$ cat config.mk
export PLATFORM = sky130hd
export DESIGN_NAME = traffic_light_monitor
export DESIGN_NICKNAME = d
export VERILOG_FILES = /design/src/rtl/tl_pkg.sv /design/src/rtl/seg7_decode.sv /design/src/rtl/traffic_light_monitor.sv
export SDC_FILE = /design/constraint.sdc
export NUM_CORES = 1
export LEC_CHECK = 0
export CAP_MARGIN = 10
export CORE_MARGIN = 5
export CORE_UTILIZATION = 62
export CTS_BUF_LIST = sky130_fd_sc_hd__clkbuf_8
export DETAILED_ROUTE_END_ITERATION = 10
export GPL_ROUTABILITY_DRIVEN = 0
export PLACE_DENSITY_LB_ADDON = 0.2
export SLEW_MARGIN = 20
export SYNTH_ARGS = -nofsm -noshare
export SYNTH_HDL_FRONTEND = slang
export SYNTH_HIERARCHICAL = 1
export SYNTH_SLANG_ARGS = --single-unit
$ cat constraint.sdc
create_clock -name clk -period 7.8 [get_ports clk]
set_input_delay 1.56 -clock clk [delete_from_list [all_inputs] [get_ports clk]]
set_output_delay 1.56 -clock clk [all_outputs]
set_load 0.02 [all_outputs]
$ cat src/rtl/tl_pkg.sv
// Shared encodings for the traffic-light pin-interface monitor: phases,
// lamp-pattern classes, default dwell limits, error codes and the 7-segment table.
package tl_pkg;

  typedef enum logic [2:0] {
    IDLE        = 3'd0,
    RED         = 3'd1,
    RED_YELLOW  = 3'd2,
    GREEN       = 3'd3,
    GREEN_BLINK = 3'd4,
    YELLOW      = 3'd5,
    RESYNC      = 3'd6
  } phase_t;

  typedef enum logic [2:0] {
    C_DARK,
    C_R,
    C_RY,
    C_G,
    C_Y,
    C_ILL
  } lamp_cls_t;

  localparam int unsigned T_RED_DEF         = 9;
  localparam int unsigned T_RED_YELLOW_DEF  = 3;
  localparam int unsigned T_GREEN_DEF       = 9;
  localparam int unsigned T_GREEN_BLINK_DEF = 5;
  localparam int unsigned T_YELLOW_DEF      = 3;

  localparam logic [2:0] E_PATTERN  = 3'd1;
  localparam logic [2:0] E_TRANS    = 3'd2;
  localparam logic [2:0] E_BLINK    = 3'd3;
  localparam logic [2:0] E_OVERSTAY = 3'd4;
  localparam logic [2:0] E_EARLY    = 3'd5;
  localparam logic [2:0] E_SEG_BAD  = 3'd6;
  localparam logic [2:0] E_DIGIT    = 3'd7;

  function automatic logic [6:0] seg_of(input logic [3:0] d);
    case (d)
      4'd0:    seg_of = 7'h3F;
      4'd1:    seg_of = 7'h06;
      4'd2:    seg_of = 7'h5B;
      4'd3:    seg_of = 7'h4F;
      4'd4:    seg_of = 7'h66;
      4'd5:    seg_of = 7'h6D;
      4'd6:    seg_of = 7'h7D;
      4'd7:    seg_of = 7'h07;
      4'd8:    seg_of = 7'h7F;
      4'd9:    seg_of = 7'h6F;
      default: seg_of = 7'h00;
    endcase
  endfunction

  function automatic lamp_cls_t classify(input logic r, input logic y, input logic g);
    case ({r, y, g})
      3'b100:  classify = C_R;
      3'b110:  classify = C_RY;
      3'b001:  classify = C_G;
      3'b010:  classify = C_Y;
      3'b000:  classify = C_DARK;
      default: classify = C_ILL;
    endcase
  endfunction

  // Legal successor of each timed phase; the loop closes YELLOW back to RED.
  function automatic phase_t succ(input phase_t p);
    case (p)
      RED:         succ = RED_YELLOW;
      RED_YELLOW:  succ = GREEN;
      GREEN:       succ = GREEN_BLINK;
      GREEN_BLINK: succ = YELLOW;
      YELLOW:      succ = RED;
      default:     succ = IDLE;
    endcase
  endfunction

  // Lamp class that holds a phase (for GREEN_BLINK: the class that enters it).
  function automatic lamp_cls_t hold_cls(input phase_t p);
    case (p)
      RED:         hold_cls = C_R;
      RED_YELLOW:  hold_cls = C_RY;
      GREEN:       hold_cls = C_G;
      GREEN_BLINK: hold_cls = C_DARK;
      YELLOW:      hold_cls = C_Y;
      default:     hold_cls = C_ILL;
    endcase
  endfunction

endpackage

$ cat src/rtl/seg7_decode.sv
// Combinational inverse of the controller's 7-segment encoder.
// Unknown patterns decode to valid=0, digit=4'hF.
module seg7_decode
  import tl_pkg::*;
(
  input  logic [6:0] pattern,
  output logic       valid,
  output logic [3:0] digit
);

  always_comb begin
    valid = 1'b0;
    digit = 4'hF;
    for (int i = 0; i < 10; i++) begin
      if (pattern == seg_of(4'(i))) begin
        valid = 1'b1;
        digit = 4'(i);
      end
    end
  end

endmodule

$ cat src/rtl/traffic_light_monitor.sv
// Receive-side checker for the traffic-light controller pins: tracks phase,
// decodes the countdown digit, latches sticky errors. All outputs 1 cycle late.
module traffic_light_monitor
  import tl_pkg::*;
#(
  parameter int unsigned T_RED         = T_RED_DEF,
  parameter int unsigned T_RED_YELLOW  = T_RED_YELLOW_DEF,
  parameter int unsigned T_GREEN       = T_GREEN_DEF,
  parameter int unsigned T_GREEN_BLINK = T_GREEN_BLINK_DEF,
  parameter int unsigned T_YELLOW      = T_YELLOW_DEF
) (
  input  logic       clk,
  input  logic       rst_n,
  input  logic       ena,
  input  logic       clr_err,
  input  logic       red,
  input  logic       yellow,
  input  logic       green,
  input  logic [6:0] seg_in,
  output logic [2:0] phase,
  output logic [3:0] digit,
  output logic       err_seq,
  output logic       err_time,
  output logic       err_seg,
  output logic [2:0] err_code,
  output logic [7:0] cycles
);

  phase_t    st, st_nxt;
  lamp_cls_t cls;
  logic [3:0] cnt, cnt_nxt, limit, seg_val;
  logic       sync, sync_nxt, blink_dark, seg_ok, moved, timed, bad;
  logic [7:1] e;
  logic [2:0] first_code;

  seg7_decode u_dec (
    .pattern (seg_in),
    .valid   (seg_ok),
    .digit   (seg_val)
  );

  assign cls   = classify(red, yellow, green);
  assign phase = st;

  always_comb begin
    case (st)
      RED:         limit = 4'(T_RED);
      RED_YELLOW:  limit = 4'(T_RED_YELLOW);
      GREEN:       limit = 4'(T_GREEN);
      GREEN_BLINK: limit = 4'(T_GREEN_BLINK);
      YELLOW:      limit = 4'(T_YELLOW);
      default:     limit = 4'd0;
    endcase
  end

  always_comb begin
    st_nxt   = st;
    sync_nxt = sync;
    bad      = 1'b0;
    e        = '0;
    case (st)
      IDLE: begin
        if (cls == C_R) begin
          st_nxt   = RED;
          sync_nxt = 1'b1;
        end else if (cls != C_DARK && cls != C_Y) begin
          bad = 1'b1;
        end
      end
      RESYNC: begin
        if (cls == C_R) begin
          st_nxt   = RED;
          sync_nxt = 1'b1;
        end
      end
      GREEN_BLINK: begin
        // Blink must alternate; blink_dark remembers the previous sample.
        if (cls == C_DARK || cls == C_G) e[3] = ((cls == C_DARK) == blink_dark);
        else if (cls == C_Y)             st_nxt = YELLOW;
        else                             bad = 1'b1;
      end
      default: begin
        if (cls != hold_cls(st)) begin
          if (cls == hold_cls(succ(st))) begin
            st_nxt = succ(st);
            if (st == YELLOW) sync_nxt = 1'b0;
          end else begin
            bad = 1'b1;
          end
        end
      end
    endcase
    if (bad) begin
      st_nxt = RESYNC;
      e[1]   = (cls == C_ILL);
      e[2]   = (cls != C_ILL);
    end

    moved   = (st_nxt != st);
    timed   = st inside {RED, RED_YELLOW, GREEN, GREEN_BLINK, YELLOW};
    cnt_nxt = moved ? 4'd0 : ((cnt == 4'hF) ? cnt : cnt + 4'd1);
    e[4]    = timed && !moved && (cnt >= limit);
    e[5]    = timed && moved && (cnt < limit) && !(st == RED && sync);

    e[6] = !seg_ok;
    if (seg_ok) begin
      if (st_nxt == RED) begin
        if (!sync_nxt)  e[7] = (seg_val != 4'(T_RED) - cnt_nxt);
        else if (moved) e[7] = (seg_val > 4'(T_RED));
        else            e[7] = (seg_val != digit - 4'd1);
      end else begin
        e[7] = (seg_val != 4'd0);
      end
    end
    // The countdown must have reached zero on the final RED sample.
    if (st == RED && moved && digit != 4'd0) e[7] = 1'b1;

    first_code = 3'd0;
    for (int i = 7; i >= 1; i--) begin
      if (e[i]) first_code = 3'(i);
    end
  end

  always_ff @(posedge clk) begin
    if (!rst_n) begin
      st         <= IDLE;
      cnt        <= 4'd0;
      sync       <= 1'b1;
      blink_dark <= 1'b0;
      digit      <= 4'd0;
      cycles     <= 8'd0;
      err_seq    <= 1'b0;
      err_time   <= 1'b0;
      err_seg    <= 1'b0;
      err_code   <= 3'd0;
    end else begin
      if (ena) begin
        st    <= st_nxt;
        cnt   <= cnt_nxt;
        sync  <= sync_nxt;
        digit <= seg_val;
        if (st_nxt == GREEN_BLINK) blink_dark <= (cls == C_DARK);
        if (st == YELLOW && st_nxt == RED && cycles != 8'hFF) cycles <= cycles + 8'd1;
      end
      if (clr_err) begin
        err_seq  <= 1'b0;
        err_time <= 1'b0;
        err_seg  <= 1'b0;
        err_code <= 3'd0;
      end else if (ena) begin
        err_seq  <= err_seq  | (|e[3:1]);
        err_time <= err_time | (|e[5:4]);
        err_seg  <= err_seg  | (|e[7:6]);
        if (!(err_seq || err_time || err_seg) && (|e)) err_code <= first_code;
      end
    end
  end

endmodule
# ---- Word level (Yosys, flattened, before mapping)
# Cells that the tools add are included.
dict set report totals {
  output_inout_bits 21
  ff_bits 27
  latchBits 0
  ram_bits 0
  rom_bits 0
  n_memories 0
  inputBits 14
}
dict set report classes {
  n_eq_ne 41
  mux 66
  bitwise_logic 4
  n_lt_le_gt_ge 3
  addsub 4
  n_reduce_logical 38
  mul 0
  n_div 0
  shifts 0
}
# cell count
set ops {}
lappend ops {{$mux 3} 18}
lappend ops {{$eq 7x7->1 const B} 7}
lappend ops {{$mux 4} 12}
lappend ops {{$eq 3x3->1 const B} 10}
lappend ops {{$pmux 3 s5} 2}
lappend ops {{$mux 1} 27}
lappend ops {{$pmux 3 s4} 2}
lappend ops {{$eq 3x2->1 const B} 6}
lappend ops {{$eq 3x1->1 const B} 5}
lappend ops {{$eq 7x3->1 const B} 2}
lappend ops {{$logic_and 1x1->1} 12}
lappend ops {{$pmux 4 s3} 1}
lappend ops {{$reduce_or 2->1} 6}
lappend ops {{$logic_not 3->1} 3}
lappend ops {{$add 8x1->8 const B} 1}
lappend ops {{$ne 4x4->1} 2}
lappend ops {{$ne 8x8->1 const B} 1}
lappend ops {{$reduce_bool 4->1} 2}
lappend ops {{$eq 7x6->1 const B} 1}
lappend ops {{$reduce_or 7->1} 1}
lappend ops {{$ne 3x3->1} 2}
lappend ops {{$ne 3x3->1 const B} 2}
lappend ops {{$pmux 3 s2} 1}
lappend ops {{$reduce_and 2->1} 3}
lappend ops {{19 further kinds} 27}

# ---- Depth between registers and ports, before layout
dict set report logic_depth {
  word_depth 30
  depth_mapped 15
  mapped_depth_nobuf 14
}

# ---- Cells and area by module
# The synthesis kept the hierarchy.
# mod seq_area_each_um2 area_per_inst_um2 cells_per_inst n_inst
set modules_own_cells {}
lappend modules_own_cells {traffic_light_monitor 540.5 2245.9 283 1}
lappend modules_own_cells {seg7_decode 0.0 287.8 41 1}

# ---- Worst setup path after synthesis
# Ideal clock, no wire load.
dict set report synth_path {
  path_kind {input-to-reg}
  start {in yellow}
  end {reg err_code[0]}
  arrival_ns 4.523
  required_ns 7.721
  path_buffers 2
  cell_stages 15
  setup_slack_ns 3.198
  setup_time_ns 0.079
  path_cell_list {or2_1 > buf_6 > nor4b_1 > a211o_1 > or2_1 > buf_2 > o211ai_1 > ha_1 > xnor2_1 > nand3b_1 > or3_1 > a211oi_2 > o31ai_2 > or4_1 > o211ai_1}
}
dict set report synth_via {
  elab_chain_len 23
  elab_cells_between_ends 68
  cone_classes {1 x add/sub; 16 x eq/ne; 35 x mux; 16 x reduce/logical}
}
# element line_no
set synth_rtl {}
lappend synth_rtl {{from (decl)} traffic_light_monitor.sv:17} ;# input logic yellow,
lappend synth_rtl {{$eq 3x2->1, or another cell as far along} tl_pkg.sv:55} ;# case ({r, y, g})
lappend synth_rtl {{$pmux 3 s5 (*)} tl_pkg.sv:55}
lappend synth_rtl {{$ne 3x3->1 / $reduce_bool 3->1 (equally long branches)} traffic_light_monitor.sv:66} ;# end else if (cls != C_DARK && cls != C_Y) begin
lappend synth_rtl {{$logic_and 1x1->1} traffic_light_monitor.sv:66}
lappend synth_rtl {{$mux 1} traffic_light_monitor.sv:66}
lappend synth_rtl {{$mux 1} traffic_light_monitor.sv:63} ;# if (cls == C_R) begin
lappend synth_rtl {{$pmux 1 s3} traffic_light_monitor.sv:61} ;# case (st)
lappend synth_rtl {{$mux 3} traffic_light_monitor.sv:93} ;# if (bad) begin
lappend synth_rtl {{$ne 3x3->1} traffic_light_monitor.sv:99} ;# moved = (st_nxt != st);
lappend synth_rtl {{$mux 4} traffic_light_monitor.sv:101} ;# cnt_nxt = moved ? 4'd0 : ((cnt == 4'hF) ? cnt : cnt + 4'd1);
lappend synth_rtl {{$sub 4x4->4} traffic_light_monitor.sv:108} ;# if (!sync_nxt) e[7] = (seg_val != 4'(T_RED) - cnt_nxt);
lappend synth_rtl {{$ne 4x4->1} traffic_light_monitor.sv:108}
lappend synth_rtl {{$mux 1} traffic_light_monitor.sv:108}
lappend synth_rtl {{$mux 1} traffic_light_monitor.sv:107} ;# if (st_nxt == RED) begin
lappend synth_rtl {{$mux 1} traffic_light_monitor.sv:106} ;# if (seg_ok) begin
lappend synth_rtl {{$mux 1} traffic_light_monitor.sv:116} ;# if (st == RED && moved && digit != 4'd0) e[7] = 1'b1;
lappend synth_rtl {{$mux 3 (7 in a row)} traffic_light_monitor.sv:120} ;# if (e[i]) first_code = 3'(i);
lappend synth_rtl {{to (signal assigned)} traffic_light_monitor.sv:154} ;# if (!(err_seq || err_time || err_seg) && (|e)) err_code <= first_code;
lappend synth_rtl {{to (decl)} traffic_light_monitor.sv:25} ;# output logic [2:0] err_code,
# Every way passes the cells marked *; elsewhere a longest branch is shown, timed or not.
# A chain may end at the register's enable or synchronous reset.

# ---- Worst setup path in the final report
dict set report layout_path {
  start {in red}
  end {reg err_code[0]}
}
dict set report layout_via {
  elab_chain_len 23
  elab_cells_between_ends 68
  cone_classes {1 x add/sub; 16 x eq/ne; 35 x mux; 16 x reduce/logical}
}
# element line_no
set layout_rtl {}
lappend layout_rtl {{from (decl)} traffic_light_monitor.sv:16} ;# input logic red,
lappend layout_rtl {{$eq 3x2->1, or another cell as far along} tl_pkg.sv:55}
lappend layout_rtl {{$pmux 3 s5 (*)} tl_pkg.sv:55}
lappend layout_rtl {{$ne 3x3->1 / $reduce_bool 3->1 (equally long branches)} traffic_light_monitor.sv:66}
lappend layout_rtl {{$logic_and 1x1->1} traffic_light_monitor.sv:66}
lappend layout_rtl {{$mux 1} traffic_light_monitor.sv:66}
lappend layout_rtl {{$mux 1} traffic_light_monitor.sv:63}
lappend layout_rtl {{$pmux 1 s3} traffic_light_monitor.sv:61}
lappend layout_rtl {{$mux 3} traffic_light_monitor.sv:93}
lappend layout_rtl {{$ne 3x3->1} traffic_light_monitor.sv:99}
lappend layout_rtl {{$mux 4} traffic_light_monitor.sv:101}
lappend layout_rtl {{$sub 4x4->4} traffic_light_monitor.sv:108}
lappend layout_rtl {{$ne 4x4->1} traffic_light_monitor.sv:108}
lappend layout_rtl {{$mux 1} traffic_light_monitor.sv:108}
lappend layout_rtl {{$mux 1} traffic_light_monitor.sv:107}
lappend layout_rtl {{$mux 1} traffic_light_monitor.sv:106}
lappend layout_rtl {{$mux 1} traffic_light_monitor.sv:116}
lappend layout_rtl {{$mux 3 (7 in a row)} traffic_light_monitor.sv:120}
# Marks and branches as above.

==> reports/metrics.yaml <==
route:
  drt-vias-per-instance: 6.352
  vias: 2490
  routed_wl_um: 6238
  wl_per_cell_um: 15.91
  drcViolationCount: 0
  antenna_left: 0
  drt-pass1-iter-count: 5
  drt_iter0_drc: 299
synthesis:
  async_reset_ff_frac: 0
  synth-simple-area-share: 0.2968
  netlist_area_um2: 2534
  syn-num-nets: 347
  synthCells: 324
  seq_area_frac_synth: 0.2133
  synth_warnings: 6
  yosysTopAreaCell: "dfxtp_1"
  synth_cell_types: 72
  synth_xor_area_frac: 0.06568
  synthAdderAreaFrac: 0.04444
  avgSynthCellArea_um2: 7.820
  synthTopCellsByArea: "dfxtp_1 (21%), xnor2_1 (5.2%), mux2i_1 (4.7%)"
  synth_top_family_by_area: "simple AND/OR/NAND/NOR gates"
  synth_ff_type: "dfxtp_1"
  synth_compound_area_frac: 0.2548
  ys_seq_elements: 27
  synth_edf_count: 0
  synthMuxAreaShare: 0.05185
  yosysTopAreaCellShare: 0.2133
floorplanning:
  start_util: 0.6380
  io_pins: 35
  die_w_um: 73.93
  dieHeight_um: 73.93
  die_area_um2: 5465
  num_rows: 23
  coreArea_um2: 3971
clocking:
  post_cts_buffers: 0
  clkTransAtPathRegs_ns: 0.09
  clock-root-buffer: "clkbuf_8"
  cts.hold.buffers_added: 0
  clk_path_buf_depth: 2
  htree_levels: 1
  cts_buffers: 3
  clock_latency_ns: 0.27
  tritoncts: "built"
  post_cts_resize_count: 0
  cts_sinks: 27
worst_setup_path:
  critical_path.endpoint_type: "register"
  reg2reg_depth: 13
  cp_slowest_stage_delay_ns: 0.72
  critPathLaunchType: "input port"
  crit_chain: "clkdlybuf4s50_1, or2_1, nor4b_1, a211o_1, or2_1, o211ai_1, ha_1, xnor2_1, nand3b_1, or3_1, a211oi_2, o31ai_2, or4_1, o211ai_1"
  r2r_setup_slack_ns: 3.77
  crit_path_start: "red"
  worst-path-max-fanout: 21
  worstPathArrival_ns: 5.73
  critPathRequiredTime_ns: 8.00
  crit_slowest_cell: "clkdlybuf4s50_1"
  regToRegStartpoint: "phase[0]"
  crit_end: "err_code[0]"
  r2r-end: "err_code[0]"
  crit_type: "in2reg"
finish:
  stdcell_count: 392
  layout.nets: 366
  stdcell_area_um2: 2868
  num-fill-cells: 352
  drive_gt1_frac: 0.04971
  diodes: 0
  areaGrowthSynthToFinish_pct: 13.19
timing:
  timing.final.hold_violations: 0
  fin_setup_tns_ns: 0
  clock_skew_ns: 0.002492
  finalSetupViolCount: 0
  setup_ws_ns: 2.266
  tightest_slew_ns: 0.9050
  period_needed_ns: 5.534
  rsz0062_at_grt: "no"
  fmax_mhz: 180.7
  relSlewSlack: 0.3911
  slew_viol_final: 0
  finalCritPeriodShare: 0.7095
power:
  leakagePower_nw: 1.067
  combPwrFrac: 0.353
  vdd_drop_max_mv: 0.1214
  p_int_mw: 0.2317
  clockPowerShare: 0.222
  sequentialPowerShare: 0.425
  power_switching_mw: 0.1196
  powerDensity_nw_per_um2: 122.5
  switching_share: 0.3404
place:
  hpwl_um: 4517
  place_ws_ns: 2.051
  dp_cells: 388
  placed_area_um2: 2823
  io_buffers: 34
worst_hold_path:
  hp-class: "reg2reg"
  min_path_cells: 2
global_route:
  grt_max_degree: 31
  first_global_vias: 2292
  grt_overflow_total: 0
  grt_pass1_wl_um: 10380
  grt_antenna_before_repair: 0
  gr-usage-all-layers: 0.2355
run:
  maxCapViolCount: 0
run_status:
  status: "completed"
[layout make-up]
type | instances | area (um^2) | share of cell area
flip-flops and latches | 27 | 540.5 | 0.1885
repair buffers | 36 | 355.3 | 0.1239
clock inverters | 1 | 3.754 | 0.001309
inverters | 15 | 56.30 | 0.01963
clock buffers | 3 | 41.29 | 0.01440
multi-input cells | 260 | 1808 | 0.6305
well taps | 50 | 62.56 | 0.02182
[worst max-delay path, delay by kind of cell]
kind            cells  cell delay, ns
simple gates        6            2.02
compound gates      5            0.95
buf+inv             1            0.72
fa+ha+maj           1            0.24
xor+xnor            1            0.23
[per-layer routing]
| metal | global-route usage | wire length, um | vias up |
|---|---|---|---|
| li1 | - | - | 1231 |
| met1 | 0.3245 | 2753 | 1149 |
| met2 | 0.3819 | 2985 | 101 |
| met3 | 0.02462 | 409 | 9 |
| met4 | 0.08048 | 90 | 0 |
| met5 | 0 | 0 | - |
[Yosys cell counts (all sizes together), types with 2 or more instances]
| library cell | instances |
|---|---|
| nand3 | 6 |
| nand4 | 6 |
| nor2b | 17 |
| a41oi | 2 |
| ha | 9 |
| and3 | 6 |
| clkbuf | 6 |
| a21boi | 2 |
| xnor2 | 15 |
| and2 | 9 |
| nand4b | 2 |
| nand3b | 3 |
| a221oi | 4 |
| a21oi | 23 |
| inv | 15 |
| xor2 | 4 |
| or4 | 5 |
| a32oi | 2 |
| nand2 | 16 |
| nor3 | 4 |
| nor3b | 6 |
| o211ai | 3 |
| o32ai | 2 |
| or2 | 3 |
| a211oi | 5 |
| o31ai | 3 |
| dfxtp | 27 |
| o21ai | 22 |
| o21a | 3 |
| and3b | 2 |
| or3 | 4 |
| nor2 | 21 |
| nand2b | 8 |
| mux2i | 12 |
| nor4b | 5 |
| a31o | 2 |
| o211a | 2 |
| buf | 16 |
[worst min-delay path by stage]
stage	start	end	slack [ns]
floorplan	cnt[0]	cnt[0]	0.48
global placement	err_code[2]	err_code[2]	0.46
detailed placement	err_code[2]	err_code[2]	0.47
CTS	err_code[2]	err_code[2]	0.49
global route	err_code[2]	err_code[2]	0.52
finish	err_code[2]	err_code[2]	0.48
[cells in the final DEF (no fill, tap or decap), types with 5 or more instances in the layout]
cell type	netlist	final
clkdlybuf4s50_1	0	34
ha_1	9	9
nand3_1	6	6
nor2b_1	17	17
a21oi_1	23	23
or4_1	5	5
xnor2_1	15	15
nor2_1	21	21
inv_1	15	16
and3_1	6	6
nand4_1	6	6
o21ai_0	19	19
nor3b_1	5	5
nand2_1	16	16
and2_1	9	9
nand2b_1	8	8
dfxtp_1	27	27
mux2i_1	12	12
[registers in the layout, indices dropped and copies added (netlist names)]
signal	count
sync	1
blink_dark	1
phase	3
cycles	8
err_time	1
digit	4
err_code	3
err_seg	1
cnt	4
err_seq	1
[metrics by stage]
stage / util / hold slack [ns] / total power, mW
detailed placement: 0.7108 / 0.4746 / 0.2741
finish: 0.7221 / 0.4834 / 0.3513
CTS: 0.7221 / 0.4891 / 0.3503
global route: 0.7221 / 0.5228 / 0.3727
global placement: 0.7108 / 0.4636 / 0.2703
floorplan: - / 0.4829 / 0.2408
[power groups by stage]
| stage | Sequential [mW] | Clock (mW) | Combinational [mW] |
|---|---|---|---|
| floorplan | 0.156 | 0 | 0.0848 |
| global placement | 0.152 | 0 | 0.118 |
| detailed placement | 0.152 | 0 | 0.122 |
| CTS | 0.149 | 0.0783 | 0.123 |
| global route | 0.150 | 0.0872 | 0.135 |
| finish | 0.149 | 0.0781 | 0.124 |
[kinds of logic after synthesis]
family                   after synthesis
XOR/XNOR                              19
AO/OA/AOI/OAI                         92
flip-flops                            27
AND/OR/NAND/NOR                      127
adder cells (fa/ha/maj)                9
multiplexers                          13
buffers and inverters                 37
Power figures use the tool's default switching activity.
